$ cat src/rtl/pipeline_redirect_ctrl_pkg.sv
// Shared encodings for the redirect controller and the PC update register:
// PCSrc codes, controller FSM states and exception vector addresses.
package pipeline_redirect_ctrl_pkg;

  localparam logic [2:0] PCSRC_SEQ   = 3'b000;
  localparam logic [2:0] PCSRC_BR    = 3'b001;
  localparam logic [2:0] PCSRC_J     = 3'b010;
  localparam logic [2:0] PCSRC_JR    = 3'b011;
  localparam logic [2:0] PCSRC_ILLOP = 3'b100;
  localparam logic [2:0] PCSRC_XADR  = 3'b101;

  localparam logic [31:0] ILLOP_ADDR = 32'h8000_0004;
  localparam logic [31:0] XADR_ADDR  = 32'h8000_0008;

  typedef enum logic [1:0] {
    ST_RUN      = 2'b00,
    ST_IRQ_WAIT = 2'b01,
    ST_SHADOW   = 2'b10
  } redirect_state_e;

endpackage

$ cat src/rtl/pipeline_redirect_ctrl_hazard_detect.sv
// Load-use hazard compare: a load in EX whose destination feeds the
// instruction in ID. Register 0 never creates a dependency.
module pipeline_hazard_detect #(
  parameter int REG_W = 5
) (
  input  logic             ex_memread_i,
  input  logic [REG_W-1:0] ex_rt_i,
  input  logic [REG_W-1:0] id_rs_i,
  input  logic [REG_W-1:0] id_rt_i,
  input  logic             id_uses_rt_i,
  output logic             load_use_o
);

  assign load_use_o = ex_memread_i
                    & (ex_rt_i != {REG_W{1'b0}})
                    & ((ex_rt_i == id_rs_i) | (id_uses_rt_i & (ex_rt_i == id_rt_i)));

endmodule

$ cat src/rtl/pipeline_redirect_ctrl.sv
// Pipeline redirect controller: arbitrates branch/exception/interrupt/stall/jump
// redirects and owns EPC plus the interrupt shadow. Option macro: IRQ_LATCH_EN.
module pipeline_redirect_ctrl
  import pipeline_redirect_ctrl_pkg::*;
#(
  parameter int SHADOW_CYCLES = 2,
  parameter int REG_W         = 5
) (
  input  logic             clk,
  input  logic             reset,
  input  logic             irq,
  input  logic             pc_kernel,
  input  logic [31:0]      id_pc,
  input  logic             id_illegal,
  input  logic             id_jump,
  input  logic             id_jr,
  input  logic [REG_W-1:0] id_rs,
  input  logic [REG_W-1:0] id_rt,
  input  logic             id_uses_rt,
  input  logic             ex_memread,
  input  logic [REG_W-1:0] ex_rt,
  input  logic             ex_branch,
  input  logic             ex_branch_taken,
  output logic [2:0]       PCSrc,
  output logic             PCWrite,
  output logic             IF_ID_write,
  output logic             IF_ID_flush,
  output logic             ID_EX_flush,
  output logic [31:0]      epc,
  output logic             irq_ack
);

  localparam int CNT_W = $clog2(SHADOW_CYCLES + 1);
  localparam logic [CNT_W-1:0] CNT_LOAD = CNT_W'(SHADOW_CYCLES - 1);

  redirect_state_e  state_q, state_d;
  logic [CNT_W-1:0] cnt_q, cnt_d;
  logic [31:0]      epc_q, epc_d;
  logic             irq_ack_q, irq_ack_d;

  logic             load_use_s;
  logic             irq_src_s;
  logic             irq_ok_s;
  logic             take_illop_s;
  logic             take_irq_s;
  logic [2:0]       pcsrc_s;
  logic             pcwrite_s;
  logic             ifid_write_s;
  logic             ifid_flush_s;
  logic             idex_flush_s;

  pipeline_hazard_detect #(
    .REG_W (REG_W)
  ) u_hazard (
    .ex_memread_i (ex_memread),
    .ex_rt_i      (ex_rt),
    .id_rs_i      (id_rs),
    .id_rt_i      (id_rt),
    .id_uses_rt_i (id_uses_rt),
    .load_use_o   (load_use_s)
  );

`ifdef IRQ_LATCH_EN
  logic irq_prev_q;
  logic irq_pend_q, irq_pend_d;

  // Sticky pending flag: set on a rising irq edge, cleared when the interrupt is taken.
  always_comb begin
    irq_pend_d = (irq_pend_q & ~take_irq_s) | (irq & ~irq_prev_q);
  end

  // Edge-detect history and pending flag registers.
  always_ff @(posedge clk or negedge reset) begin
    if (!reset) begin
      irq_prev_q <= 1'b0;
      irq_pend_q <= 1'b0;
    end else begin
      irq_prev_q <= irq;
      irq_pend_q <= irq_pend_d;
    end
  end

  assign irq_src_s = irq_pend_q;
`else
  assign irq_src_s = irq;
`endif

  assign irq_ok_s = irq_src_s & ~pc_kernel & ~ex_branch & (state_q != ST_SHADOW);

  // Strict-priority redirect arbitration; reset forces the sequential-fetch defaults.
  always_comb begin
    pcsrc_s      = PCSRC_SEQ;
    pcwrite_s    = 1'b1;
    ifid_write_s = 1'b1;
    ifid_flush_s = 1'b0;
    idex_flush_s = 1'b0;
    take_illop_s = 1'b0;
    take_irq_s   = 1'b0;
    if (!reset) begin
      pcsrc_s = PCSRC_SEQ;
    end else if (ex_branch & ex_branch_taken) begin
      pcsrc_s      = PCSRC_BR;
      ifid_flush_s = 1'b1;
      idex_flush_s = 1'b1;
    end else if (id_illegal) begin
      pcsrc_s      = PCSRC_ILLOP;
      ifid_flush_s = 1'b1;
      idex_flush_s = 1'b1;
      take_illop_s = 1'b1;
    end else if (irq_ok_s) begin
      pcsrc_s      = PCSRC_XADR;
      ifid_flush_s = 1'b1;
      idex_flush_s = 1'b1;
      take_irq_s   = 1'b1;
    end else if (load_use_s) begin
      pcwrite_s    = 1'b0;
      ifid_write_s = 1'b0;
      idex_flush_s = 1'b1;
    end else if (id_jr) begin
      pcsrc_s      = PCSRC_JR;
      ifid_flush_s = 1'b1;
    end else if (id_jump) begin
      pcsrc_s      = PCSRC_J;
      ifid_flush_s = 1'b1;
    end else if (ex_branch) begin
      // Untaken branch: the PC register falls back to PC+4 on its own.
      pcsrc_s = PCSRC_BR;
    end else begin
      pcsrc_s = PCSRC_SEQ;
    end
  end

  // Next-state, shadow counter, EPC and acknowledge computation.
  always_comb begin
    state_d   = state_q;
    cnt_d     = cnt_q;
    epc_d     = epc_q;
    irq_ack_d = take_irq_s;
    if (take_illop_s) begin
      epc_d   = id_pc + 32'd4;
      state_d = ST_SHADOW;
      cnt_d   = CNT_LOAD;
    end else if (take_irq_s) begin
      epc_d   = id_pc;
      state_d = ST_SHADOW;
      cnt_d   = CNT_LOAD;
    end else begin
      case (state_q)
        ST_RUN: begin
          if (irq_src_s & ~pc_kernel & ex_branch) begin
            state_d = ST_IRQ_WAIT;
          end else begin
            state_d = ST_RUN;
          end
        end
        ST_IRQ_WAIT: begin
          if (!irq_src_s) begin
            state_d = ST_RUN;
          end else begin
            state_d = ST_IRQ_WAIT;
          end
        end
        ST_SHADOW: begin
          if (cnt_q == {CNT_W{1'b0}}) begin
            state_d = ST_RUN;
          end else begin
            cnt_d = cnt_q - CNT_W'(1);
          end
        end
        default: begin
          state_d = ST_RUN;
          cnt_d   = {CNT_W{1'b0}};
        end
      endcase
    end
  end

  // State, counter, EPC and acknowledge registers.
  always_ff @(posedge clk or negedge reset) begin
    if (!reset) begin
      state_q   <= ST_RUN;
      cnt_q     <= {CNT_W{1'b0}};
      epc_q     <= 32'h0000_0000;
      irq_ack_q <= 1'b0;
    end else begin
      state_q   <= state_d;
      cnt_q     <= cnt_d;
      epc_q     <= epc_d;
      irq_ack_q <= irq_ack_d;
    end
  end

  assign PCSrc       = pcsrc_s;
  assign PCWrite     = pcwrite_s;
  assign IF_ID_write = ifid_write_s;
  assign IF_ID_flush = ifid_flush_s;
  assign ID_EX_flush = idex_flush_s;
  assign epc         = epc_q;
  assign irq_ack     = irq_ack_q;

endmodule
$ cat config.mk
export PLATFORM = sky130hd
export DESIGN_NAME = pipeline_redirect_ctrl
export DESIGN_NICKNAME = d
export VERILOG_FILES = /design/src/rtl/pipeline_redirect_ctrl_pkg.sv /design/src/rtl/pipeline_redirect_ctrl_hazard_detect.sv /design/src/rtl/pipeline_redirect_ctrl.sv
export SDC_FILE = /design/constraint.sdc
export NUM_CORES = 1
export LEC_CHECK = 0
export BUFFER_PORTS_ARGS = -buffer_cell sky130_fd_sc_hd__buf_2
export CORE_MARGIN = 1
export CORE_UTILIZATION = 43
export CTS_CLUSTER_DIAMETER = 50
export DETAILED_ROUTE_END_ITERATION = 6
export GPL_ROUTABILITY_DRIVEN = 0
export PLACE_DENSITY = 0.87
export SLEW_MARGIN = 20
export SYNTH_ARGS = -nofsm -noshare
export SYNTH_HDL_FRONTEND = slang
export SYNTH_SLANG_ARGS = --single-unit
$ cat constraint.sdc
create_clock -name clk -period 1.7 [get_ports clk]
set_input_delay 0.34 -clock clk [delete_from_list [all_inputs] [get_ports clk]]
set_output_delay 0.34 -clock clk [all_outputs]
set_load 0.005 [all_outputs]
# [Yosys cells after proc, flatten, opt, wreduce, memory -nomap -nowiden]
# Index checks and enable logic that the tools add are counted.
[op_classes] n_addsub=2 eq_ne=8 muxes=44 n_bitwise=11 n_reduce_logical=6
[op_table] cell="two-way mux 32 bit" n=2
[op_table] cell="adder 32 x 3 -> 32 bit (second input constant)" n=1
[op_table] cell="two-way mux 1 bit" n=27
[op_table] cell="two-way mux 2 bit" n=9
[op_table] cell="two-way mux 3 bit" n=4
[op_table] cell="equality test 5 bit" n=2
[op_table] cell="AND 1 bit" n=8
[op_table] cell="inequality test 4 bit (second input constant)" n=2
[op_table] cell="one-hot mux 2 bit (3 select lines)" n=1
[op_table] cell="nonzero test 5 bit" n=1
[op_table] cell="logical NOT 2 bit" n=2
[op_table] cell="one-hot mux 2 bit (2 select lines)" n=1
[op_table] cell="inequality test 3 x 1 -> 1 bit (second input constant)" n=1
[op_table] cell="equality test 2 x 1 -> 1 bit (second input constant)" n=1
[op_table] cell="equality test 2 bit (second input constant)" n=1
[op_table] cell="inequality test 2 bit (second input constant)" n=1
[op_table] cell="inverter 1 bit" n=2
[op_table] cell="AND reduction 2 bit" n=1
[op_table] cell="nonzero test 2 bit" n=1
[op_table] cell="OR reduction 2 bit" n=1
[op_table] cell="subtractor 2 x 1 -> 2 bit (second input constant)" n=1
[op_table] cell="OR 1 bit" n=1
[totals] reg_bits=37 out_inout_bits=40 elab_cells=75

# [Logic depth before layout (Yosys ltp)]
# Gate-level depths: netlist (run 1).
[logic_depth] ltp_word=10 mapped_depth=8 depth_no_buf=6

# [Hierarchy]
# Synthesis (run 1) repeated with hierarchy kept, for this count alone.
[hier_totals] cells_unflattened=257 area_unflattened_um2=2343.5
[modules_own_cells] mod="pipeline_redirect_ctrl" instances=1 cells_each=240 area_per_inst_um2=2210.9
[modules_own_cells] mod="pipeline_hazard_detect" instances=1 cells_each=17 area_per_inst_um2=132.6

# [Least setup slack after synthesis (run 1)]
# No wires, ideal clock.
[synth_timing] kind="input to register" from="input reset" to="register epc_q[19] (netlist: epc[19])" arrival_ns=1.954 slack_ns=-0.330 path_stages=6 path_cell_list="a21bo_1 > or4_4 > buf_6 > or4_4 > xnor2_2 > o21ai_1"
[synth_between] elab_chain_len=2 elab_cells_between_ends=4 cone_classes="mux: 3; reduce/logical: 1"
[synth_rtl] element="start, declared" line="pipeline_redirect_ctrl.sv:10" rtl="input logic reset,"
[synth_rtl] element="two-way mux 1 bit" line="pipeline_redirect_ctrl.sv:99" rtl="if (!reset) begin"
[synth_rtl] element="two-way mux 32 bit or nonzero test 2 bit (tied branches)"
[synth_rtl] element="end signal, assigned" line="pipeline_redirect_ctrl.sv:188" rtl="epc_q <= epc_d;"
[synth_rtl] element="end, declared" line="pipeline_redirect_ctrl.sv:38" rtl="logic [31:0] epc_q, epc_d;"
# Parallel ways exist; a longest one is shown, timed or not.
# A chain may end at the register's enable or synchronous reset.

# [Worst setup path in the final report (run 1)]
[layout_timing] from="input ex_rt[0]" to="output PCSrc[0]"
[layout_between] elab_chain_len=9 elab_cells_between_ends=12 cone_classes="eq/ne: 2; mux: 5; bitwise: 4; reduce/logical: 1"
[layout_rtl] element="start, declared" line="pipeline_redirect_ctrl.sv:21" rtl="input logic [REG_W-1:0] ex_rt,"
[layout_rtl] element="equality test 5 bit" line="pipeline_redirect_ctrl_hazard_detect.sv:16" rtl="& ((ex_rt_i == id_rs_i) | (id_uses_rt_i & (ex_rt_i == id_rt_i)));"
[layout_rtl] element="AND 1 bit" line="pipeline_redirect_ctrl_hazard_detect.sv:16"
[layout_rtl] element="OR 1 bit" line="pipeline_redirect_ctrl_hazard_detect.sv:16"
[layout_rtl] element="AND 1 bit (*)" line="pipeline_redirect_ctrl_hazard_detect.sv:16"
[layout_rtl] element="two-way mux 2 bit (*)" line="pipeline_redirect_ctrl.sv:115" rtl="end else if (load_use_s) begin"
[layout_rtl] element="two-way mux 3 bit (*)" line="pipeline_redirect_ctrl.sv:110" rtl="end else if (irq_ok_s) begin"
[layout_rtl] element="two-way mux 3 bit (*)" line="pipeline_redirect_ctrl.sv:105" rtl="end else if (id_illegal) begin"
[layout_rtl] element="two-way mux 3 bit (*)" line="pipeline_redirect_ctrl.sv:101" rtl="end else if (ex_branch & ex_branch_taken) begin"
[layout_rtl] element="two-way mux 3 bit (*)" line="pipeline_redirect_ctrl.sv:99"
[layout_rtl] element="end, declared" line="pipeline_redirect_ctrl.sv:24" rtl="output logic [2:0] PCSrc,"
# Mark *: on every way between the ends. The rest lies on a longest branch, timed or not.

==> results of run 1 <==
-- state kept, by name (all words and copies together) (netlist names) --
register  flops
state_q       2
epc          32
irq_ack       1
cnt_q         2
-- cell usage in the layout, fill, tap and decap left out, drive strengths merged, types with 2 or more instances in the layout --
master / n
a31oi: 2
ha: 2
inv: 12
nand3: 14
xor2: 11
o21a: 3
nand2b: 3
clkbuf: 5
nor2: 13
or3: 2
and2: 2
and4: 2
nand2: 45
nor4: 8
dfrtp: 37
and3: 5
nor3: 6
a211oi: 2
o22ai: 2
xnor2: 23
a21oi: 10
a21boi: 2
o21ai: 28
or4: 4
nand4: 9
buf: 166
-- synthesized netlist by cell type (2+ instances only) --
cell type	count	area, um2
a31oi_1	2	12.5
and2_1	2	12.5
nor3_1	6	30.0
inv_1	12	45.0
nand4_1	9	56.3
a21boi_0	2	15.0
o21ai_0	26	130
dfrtp_1	37	926
and4_1	2	17.5
nor4_1	7	43.8
ha_1	2	25.0
clkbuf_1	7	26.3
o21ai_1	2	10.0
or4_4	2	22.5
xor2_1	11	96.3
or4_1	2	15.0
and3_1	5	31.3
o22ai_1	2	12.5
nand3_1	14	70.1
or3_1	2	12.5
nand2_1	45	169
nor2_1	13	48.8
a21oi_1	10	50.1
a211oi_1	2	15.0
nand2b_1	3	18.8
o21a_1	3	22.5
xnor2_1	22	193
-- metrics by stage --
stage,hold WS [ns],total power (uW)
finish,0.229,3170
global route,0.247,3310
CTS,0.240,3030
detailed placement,0.293,2130
global placement,0.288,2080
floorplan,0.0444,1600
-- power groups by stage --
stage | registers, uW | clock network [uW] | logic [uW]
2_1_floorplan | 1210 | 0 | 391
3_5_place_dp | 1200 | 0 | 930
4_1_cts | 1180 | 783 | 1060
6_report | 1190 | 794 | 1180
3_3_place_gp | 1190 | 0 | 894
5_1_grt | 1210 | 823 | 1280
-- routing by layer --
layer  global-route usage (%)  up-vias
li1                         -     1267
met1                     38.8     1368
met2                     51.4      261
met3                     5.56       77
met4                     13.6        0
met5                        0        -
-- area by class of cell --
cell class | count | area [um2] | area share (%)
Antenna cell | 1 | 2.50 | 0.0671
Sequential cell | 37 | 926 | 24.8
Timing Repair Buffer | 167 | 1100 | 29.4
Clock inverter | 3 | 46.3 | 1.24
Tap cell | 70 | 87.6 | 2.35
Clock buffer | 5 | 68.8 | 1.85
Inverter | 12 | 45.0 | 1.21
Multi-Input combinational cell | 207 | 1460 | 39.1
-- tightest hold or removal path: stages --
cell   delay, ns
buf_6       0.08
buf_4       0.15
buf_4       0.38
-- cells by family (layout without fill, tap and decap cells) --
family | count (synthesis) | after routing
simple gates | 117 | 117
other cells | 0 | 1
xor+xnor | 34 | 34
flops | 37 | 37
buf+inv | 22 | 187
compound gates | 54 | 54
fa+ha+maj | 2 | 2
-- path summary, 6_finish.rpt --
check | from | endpoint | slack [ns]
max | ex_rt[0] | PCSrc[0] | -0.36
min | reset | irq_ack | 0.23
max reg2reg | state_q[0] | epc[30] | 0.02
min reg2reg | epc[0] | epc[0] | 0.48
max in group asynchronous | reset | cnt_q[1] | 0.92
min in group clk | id_pc[1] | epc[1] | 0.24
-- what timing repair did --
action,CTS,global route
hold endpoints to repair,5,0
setup endpoints to repair,33,39
pin swaps,11,6
gates resized for setup,27,24
setup buffers,7,4
hold buffers,1,0
==> results_dict.tcl, run 1 <==
set metrics [dict create \
    status "finished, violations left" \
    violations "negative setup slack" \
    wl_um 9420 \
    synth_top_family_by_area "simple AND/OR/NAND/NOR gates" \
    fin_crit_sh_pct 121 \
    row_count 26 \
    syn_area_um2 2260 \
    finalInstanceArea_um2 3730 \
    pwr_density_cell_nw_per_um2 849 \
    path_depth 6 \
    cp_max_fo 4 \
    start_util_pct 44.6 \
    async_reset_ff_share_pct 100 \
    met2_length_um 4430 \
    fmax_ghz 0.485 \
    cts_tree "done" \
    end_kind "output port" \
    cpMostUsedCell "buf_2" \
    clkLatencyLatePin_ns 0.31 \
    maxCapViolCount 0 \
    switching_share_pct 34.0 \
    clk_path_buf_depth 2 \
    hpwl_um 5310 \
    crit_arrival_ns 1.72 \
    final_cells 502 \
    numPortBuffers 97 \
    hold_violations 0 \
    fin_tns_setup_ns -1.84 \
    dp_cells 484 \
    leakage_uw 0.00182 \
    area_growth_pct 64.9 \
    synth.yosys.warnings 0 \
    synth_cells 266 \
    postPlaceCellArea_um2 3290 \
    drt_first_pass_iters 6 \
    cp_top_family "simple AND/OR/NAND/NOR gates" \
    met1_length_um 3420 \
    overflow 0 \
    crit_type "in2out" \
    dieArea_um2 5550 \
    die_y_um 74.5 \
    grt_pass1_vias 2574 \
    drc 0 \
    clkSinkCount 37 \
    ys.flop_type "dfrtp_1" \
    path_clk_slew_ns 0.08 \
    synth_xor_area_share_pct 13.5 \
    fin_util_pct 73.5 \
    path_cells "buf_2 -> or4_4 -> o21a_1 -> and2_4 -> a221oi_2 -> buf_2" \
    syn_nets 326 \
    coreArea_um2 5070 \
    root_buffer "clkbuf_8" \
    slew_headroom_pct 69.9 \
    pwr-share-clk_pct 25.1 \
    tightest_slew_ns 0.450 \
    setup_viol 8 \
    post-route-min-period_ns 2.06 \
    reg2reg_depth 7 \
    synth.area.mux_share_pct 0 \
    p_comb_share_pct 37.2 \
    drtIter0Drc 280 \
    p_seq_share_pct 37.7 \
    report.final.slew_viol_count 0 \
    grt_pass1_wl_um 12600 \
    grt_max_degree 45 \
    ys_types 41 \
    critPathBufInv 2 \
    synthAdderAreaFrac_pct 1.11 \
    synth_edf_count 0 \
    cts_made_buffers 5 \
    wl_met3_um 887 \
    dieWidth_um 74.5 \
    ios 98 \
    worst-endpoint-required_ns 1.36 \
    critPathSlowestCell "or4_4" \
    n_fill_cell 327 \
    viasPerCell 5.92 \
    synth_area_per_cell_um2 8.50 \
    grt_usage_pct 30.7 \
    intPower_uw 2090 \
    max_stage_delay_ns 0.51 \
    setup_ws_ns -0.361 \
    synth-simple-area-share_pct 26.5 \
    rsz0062_at_grt "yes" \
    postRouteAntennaNets 0 \
    nets 490 \
    synth-compound-area-share_pct 13.8 \
    vias 2973 \
    cp-start-kind "input port" \
    place_ws_ns -0.356 \
    drt-wirelength-per-cell_um 18.8 \
    yosysSeqAreaShare_pct 40.9 \
    top_layer "met4" \
    ys_seq_elements 37 \
    hold_class "in2async" \
    switchingPower_uw 1080 \
    drive_gt1_share_pct 48.7 \
    peakVddDrop_v 0.000695 \
    htreeDepth 2 \
    antenna_found_initial 1 \
    finClkSkew_ns 0.00508 \
]
No activity file was read; power rests on OpenSTA's default activity.
==> run 2, diff against run 1 <==
Settings changed: CORE_ASPECT_RATIO from default to 2.
==> results_dict.tcl, run 2 (same netlist as run 1, synthesis figures left out) <==
set metrics [dict create \
    htreeDepth 2 \
    crit_start "ex_rt[4]" \
    fin_crit_sh_pct 118 \
    start_util_pct 44.4 \
    grt_pass1_vias 2792 \
    cp_max_fo 4 \
    setup_viol 8 \
    clkLatencyLatePin_ns 0.29 \
    status "finished, violations left" \
    dieArea_um2 5570 \
    p_seq_share_pct 40.6 \
    finClkSkew_ns 0.00245 \
    final_cells 478 \
    pwr_density_cell_nw_per_um2 832 \
    vias 2657 \
    hpwl_um 5660 \
    postPlaceCellArea_um2 3180 \
    tightest_slew_ns 0.392 \
    crit_arrival_ns 1.67 \
    cts_hold_buf 0 \
    switchingPower_uw 988 \
    p_comb_share_pct 38.0 \
    root_buffer "clkbuf_8" \
    drt_first_pass_iters 4 \
    rr_startpoint "state_q[0]" \
    hold_violations 0 \
    setup_ws_ns -0.309 \
    drtIter0Drc 101 \
    slew_headroom_pct 73.6 \
    pwr-share-clk_pct 21.4 \
    drc 0 \
    grt_max_degree 27 \
    drt-wirelength-per-cell_um 16.5 \
    dieWidth_um 53.3 \
    crit_type "in2out" \
    intPower_uw 1960 \
    grt_usage_pct 30.5 \
    clk_path_buf_depth 2 \
    area_growth_pct 56.5 \
    clkSinkCount 37 \
    drive_gt1_share_pct 46.2 \
    maxCapViolCount 0 \
    leakage_uw 0.00171 \
    dp_cells 462 \
    end_kind "output port" \
    rsz0062_at_grt "yes" \
    cp-start-kind "input port" \
    numPortBuffers 97 \
    wl_um 7890 \
    finalPower_uw 2950 \
    postRouteAntennaNets 0 \
    max_stage_delay_ns 0.51 \
    switching_share_pct 33.5 \
    path_cells "buf_6 -> or4_4 -> o21a_1 -> and2_4 -> a221oi_2 -> buf_2" \
    report.final.slew_viol_count 0 \
    antenna_found_initial 0 \
    fmax_ghz 0.498 \
    fin_util_pct 69.5 \
    layout_common_cells "buf_2, buf_4, nand2_1" \
    post-route-min-period_ns 2.01 \
    violations "negative setup slack" \
    whs_ns 0.0775 \
    coreArea_um2 5090 \
    grt_pass1_wl_um 12200 \
    peakVddDrop_v 0.000775 \
    path_clk_slew_ns 0.07 \
    final_common_cell "buf_2" \
    die_y_um 105 \
    ios 98 \
    viasPerCell 5.56 \
    largest_reg_flops 32 \
    hold_class "in2async" \
    overflow 0 \
    cts_made_buffers 5 \
    diodes 0 \
    finalInstanceArea_um2 3540 \
    row_count 37 \
    worst-endpoint-required_ns 1.36 \
    nets 480 \
    cts_tree "done" \
    critPathSlowestCell "or4_4" \
]
## run 2: cell types whose count changed in the layout (fill, tap and decap cells not counted), moves of 2 or more
cell / previous run / this run
buf_4: 62 / 58
buf_6: 12 / 9
nor4_4: 4 / 1
xnor2_1: 19 / 22
xnor2_2: 4 / 1
a21boi_0: 2 / 0
nor4_1: 1 / 3
## run 2: power groups by stage
stage	clock network (uW)	logic [uW]	registers, uW
6_report	631	1120	1200
5_1_grt	679	1230	1210
4_1_cts	646	1010	1190
3_5_place_dp	0	920	1200
3_3_place_gp	0	882	1190
2_1_floorplan	0	391	1210
## run 2: through the flow
stage | setup WS, ns | TNS (ns)
after floorplan | -0.212 | -1.07
after global placement | -0.270 | -4.21
after detailed placement | -0.337 | -6.59
after CTS | -0.291 | -1.46
after global routing | -0.386 | -2.39
final | -0.309 | -1.69
## run 2: repair_timing
action,4_1_cts,5_1_grt
pin swaps,5,9
setup buffers,5,6
cloned,0,0
endpoints found under the setup margin,8,21
resized for setup,20,24
## run 2: layer usage
layer / routed length, um / global-route usage, % / up-vias
met2: 4410 / 51.8 / 127
met3: 509 / 9.61 / 43
met4: 500 / 23.3 / 0
li1: - / - / 1239
met5: 0 / 0 / -
met1: 2470 / 27.7 / 1248
## run 2: layout make-up
class | count | area [um2]
multi-input combinational | 207 | 1420
clock buffer | 7 | 86.3
inverter | 12 | 47.5
sequential | 37 | 926
fill | 415 | 1550
timing repair buffer | 157 | 987
tap | 58 | 72.6
## run 2: worst paths after layout
path	endpoint	slack [ns]	cells after the start
worst max-delay path	PCSrc[0]	-0.31	6
worst min-delay path	epc[18]	0.08	3
worst max register to register	cnt_q[0]	-0.02	8
worst min register to register	epc[0]	0.48	2
max in group asynchronous	epc[2]	1.40	3
min in group clk	epc[1]	0.24	3
## run 2: critical path: cells and delay by family
family	cells	cell delay (ns)
AOI/OAI and AO/OA	2	0.41
buffers and inverters	2	0.24
and+or+nand+nor	2	0.67
